==> src/rtl/alu_main.sv <==
// alu_main: accumulator-style 8-bit ALU with a one-hot mode request FSM and one-hot op select
module alu_main #(
  parameter int W = 8
) (
  input  logic         clk,
  input  logic         rst,
  input  logic         on,
  input  logic [2:0]   in_sel,
  input  logic [W-1:0] num1,
  input  logic [W-1:0] num2,
  output logic [W-1:0] final1,
  output logic [W-1:0] final2,
  input  logic [6:0]   out_sel,
  output logic [W-1:0] out,
  output logic [1:0]   currState,
  output logic [1:0]   nextState
);
  typedef enum logic [1:0] {OFF = 2'b00, CLR = 2'b01, LD = 2'b10, PER = 2'b11} state_t;
  state_t cs, ns;
  logic [2*W-1:0] prod;
  logic [W-1:0] result;
  logic active;
  // next state by priority, operand mux keyed on next state, and one-hot op decode
  always_comb begin
    ns = !on ? OFF : in_sel[2] ? CLR : in_sel[1] ? LD : in_sel[0] ? PER : cs;
    active = ns == LD || ns == PER;
    final1 = ns == LD ? num1 : ns == PER ? out : '0;
    final2 = active ? num2 : '0;
    prod = {{W{1'b0}}, final1} * {{W{1'b0}}, final2};
    result = out_sel == 7'b1000000 ? prod[W-1:0] :
             out_sel == 7'b0100000 ? final1 + final2 :
             out_sel == 7'b0010000 ? final1 - final2 :
             out_sel == 7'b0001000 ? final1 & final2 :
             out_sel == 7'b0000100 ? final1 | final2 :
             out_sel == 7'b0000010 ? final1 ^ final2 :
             out_sel == 7'b0000001 ? ~final1 : '0;
  end
  // state and accumulator update; off holds, clear zeroes
  always_ff @(posedge clk) begin
    if (!rst) begin
      cs <= OFF;
      out <= '0;
    end else begin
      cs <= ns;
      out <= active ? result : ns == CLR ? '0 : out;
    end
  end
  assign currState = cs;
  assign nextState = ns;
endmodule

==> config.mk <==
export PLATFORM = sky130hd
export DESIGN_NAME = alu_main
export DESIGN_NICKNAME = d
export VERILOG_FILES = /design/src/rtl/alu_main.sv
export SDC_FILE = /design/constraint.sdc
export NUM_CORES = 1
export LEC_CHECK = 0
export ABC_AREA = 1
export BUFFER_PORTS_ARGS = -buffer_cell sky130_fd_sc_hd__buf_2
export CORE_MARGIN = 3
export CORE_UTILIZATION = 50
export CTS_BUF_LIST = sky130_fd_sc_hd__clkbuf_8
export DETAILED_ROUTE_END_ITERATION = 7
export PLACE_DENSITY = 0.85
export SLEW_MARGIN = 10
export SYNTH_ARGS = -nofsm -noshare
export SYNTH_HDL_FRONTEND = slang
export SYNTH_SLANG_ARGS = --single-unit
==> constraint.sdc <==
create_clock -name clk -period 4.6 [get_ports clk]
set_input_delay 0.46 -clock clk [delete_from_list [all_inputs] [get_ports clk]]
set_output_delay 0.46 -clock clk [all_outputs]
set_load 0.005 [all_outputs]
==> reports/qor.yml <==
worst_setup_path:
  worstPathArrival_ps: 4750
  critical_path.max_fanout: 5
  required_ps: 4770
  crit_type: "in2reg"
  critPathTopFamily: "adder cells"
  start_kind: "input port"
  crit_slowest_cell: "fa_1"
  critical-path-max-stage-delay_ps: 540
  end_kind: "register"
  crit_buf_inv: 9
sta:
  slew_headroom: 0.402
  max_freq_mhz: 218
  setup_ws_ps: 16.6
  layout_min_cycle_time_ps: 4580
  finalClockSkew_ps: 4.80
  tightest_slew_ps: 890
  post-route-period-util: 0.996
  fin_tns_setup_ps: 0
  setup_viol: 0
  drv_slew: 0
  finalHoldViolations: 0
  rsz0062_at_grt: "yes"
clocking:
  cts_tree: "done"
  path_clk_slew_ps: 50
  cts_hold_buf: 0
  htree_levels: 1
  root_buffer: "clkbuf_8"
  numCtsBuffers: 3
  clk_path_buf_depth: 2
  clk_latency_ps: 240
  cts.sinks: 10
place:
  io_buffers: 56
  placed_cell_area_um2: 3540
  place_hpwl_um: 8060
  gp_congestion: 0.979
  dp_slack_ps: -349
drt:
  drc: 0
  vias_per_cell: 5.50
  routedWlPerCell_um: 15.7
  ant_nets: 0
  drt_iter0_markers: 265
  vias: 3524
  drt_wl_total_um: 10100
  drt-pass1-iter-count: 5
finish:
  diodes: 0
  final_util: 0.717
  area.sequential_um2: 201
  multi_input_area_um2: 2290
  fill_cells: 433
  area.growth.synth_to_final_pct: 35.9
  final_cell_mix: "110 x nand2_1, 79 x inv_1, 62 x buf_4, 56 x buf_2, 43 x nor2_1"
  final_nets: 655
  final_common_cell: "nand2_1"
  drive_gt1_frac: 0.296
  final_area_um2: 3730
yosys:
  ys_seq_elements: 10
  syn_avg_cell_area_um2: 6.09
  syn_nets: 533
  synthTopCellsByArea: "ha_1 18%, nand2_1 16%, inv_1 12%"
  async_reset_ff_frac: 0
  synth_top_area_cell: "ha_1"
  synth_top_area_frac: 0.178
  syn_inst: 451
  synth_seq_area_share: 0.0729
  synth.distinct_cells: 38
  synthFlopType: "dfxtp_1"
  yosys_warnings: 0
  synthesis.area_um2: 2750
  synth-edff-count: 0
run:
  maxCapViolCount: 0
global_route:
  grt_max_degree: 13
  grt_pass1_vias: 3348
  grt_use_total: 0.305
  grt_pass1_wl_um: 15300
  overflow: 0
  antenna_found_initial: 0
floorplanning:
  io_pins: 57
  die_x_um: 80.1
  num_rows: 26
  core-area_um2: 5200
  start_util: 0.528
  dieArea_um2: 6420
  die_h_um: 80.1
pwr:
  p_leak_uw: 0.00204
  ir_drop_mv: 0.0786
  p_per_area_nw_per_um2: 94.6
worst_hold_path:
  hold_path.class: "reg2reg"
run_status:
  status: "complete, no violations"
## cell families (layout without fill, tap and decap cells)
logic type / count (synthesis) / in the layout / synth area share
DFF: 10 / 10 / 0.0729
adders and majority gates: 53 / 53 / 0.280
AOI/OAI and AO/OA: 75 / 76 / 0.161
buffers and inverters: 94 / 213 / 0.134
xor gates and xnor gates: 6 / 6 / 0.0191
and+or+nand+nor: 213 / 213 / 0.333
## final timing paths
check                                  start      to  cells past startpoint  slack [ps]
worst min register to register        out[3]  out[3]                      2         500
worst max register to register  currState[1]  out[7]                     28          70
worst min-delay path                  out[3]  out[3]                      2         500
worst max-delay path               in_sel[2]  out[7]                     30          20
## report_power, final
part	internal (uW)	leakage (uW)	total [uW]	switching [uW]
Sequential	88.0	0.0000813	89.1	1.10
Clock	57.6	0.0000216	94.3	36.7
Combinational	70.4	0.00194	170	99.4
## worst reg2reg max path, delay by kind of cell (launching register included)
kind,cells,cell delay [ps]
adders and majority gates,5,1950
and+or+nand+nor,13,1210
buffers and inverters,7,610
DFF,1,320
AOI/OAI and AO/OA,2,250
xor gates and xnor gates,1,130
## metal layers
layer  wire length (um)  up-vias  track usage
met1               3960     1603        0.384
met4                453        0        0.120
met2               4760      183        0.507
met5                  0        -            0
met3                903       51       0.0605
li1                   -     1687            -
## final cells by class
type	count	share of cell area
Inverter	90	0.0912
Timing Repair Buffer	120	0.206
Multi-Input combinational cell	348	0.615
Tap cell	70	0.0235
Sequential cell	10	0.0540
Clock buffer	3	0.0111
## Yosys cell counts, types with 2 or more instances
master / number
nand2_1: 118
a221oi_1: 2
a211oi_1: 2
a21oi_1: 25
o211ai_1: 4
xnor2_1: 4
nor2_1: 45
xor2_1: 2
nand2_2: 6
o21ai_1: 2
and2_1: 2
o21ai_0: 27
dfxtp_1: 10
o31ai_1: 2
ha_1: 39
nand3_1: 27
buf_4: 2
a21o_1: 2
fa_1: 14
inv_1: 88
nor4_2: 3
nand4_1: 8
a31oi_1: 2
## repair_timing
action	in CTS	in global routing
cloned	1	0
pin swaps	2	9
endpoints found under the setup margin	1	2
endpoints found under the hold margin	0	0
gates resized for setup	7	15
setup buffers	5	6
## sequential cells by signal (all words and copies together) (netlist names)
register and cells:
currState 2, out 8
## per-stage QoR
| stage | hold slack [ps] | cells | power [uW] |
|---|---|---|---|
| 2_1_floorplan | 475 | 451 | 176 |
| 3_3_place_gp | 485 | 626 | 241 |
| 3_5_place_dp | 491 | 626 | 244 |
| 4_1_cts | 498 | 635 | 342 |
| 5_1_grt | 527 | 641 | 377 |
| 6_report | 503 | 641 | 353 |
(Power assumes the default switching activity.)
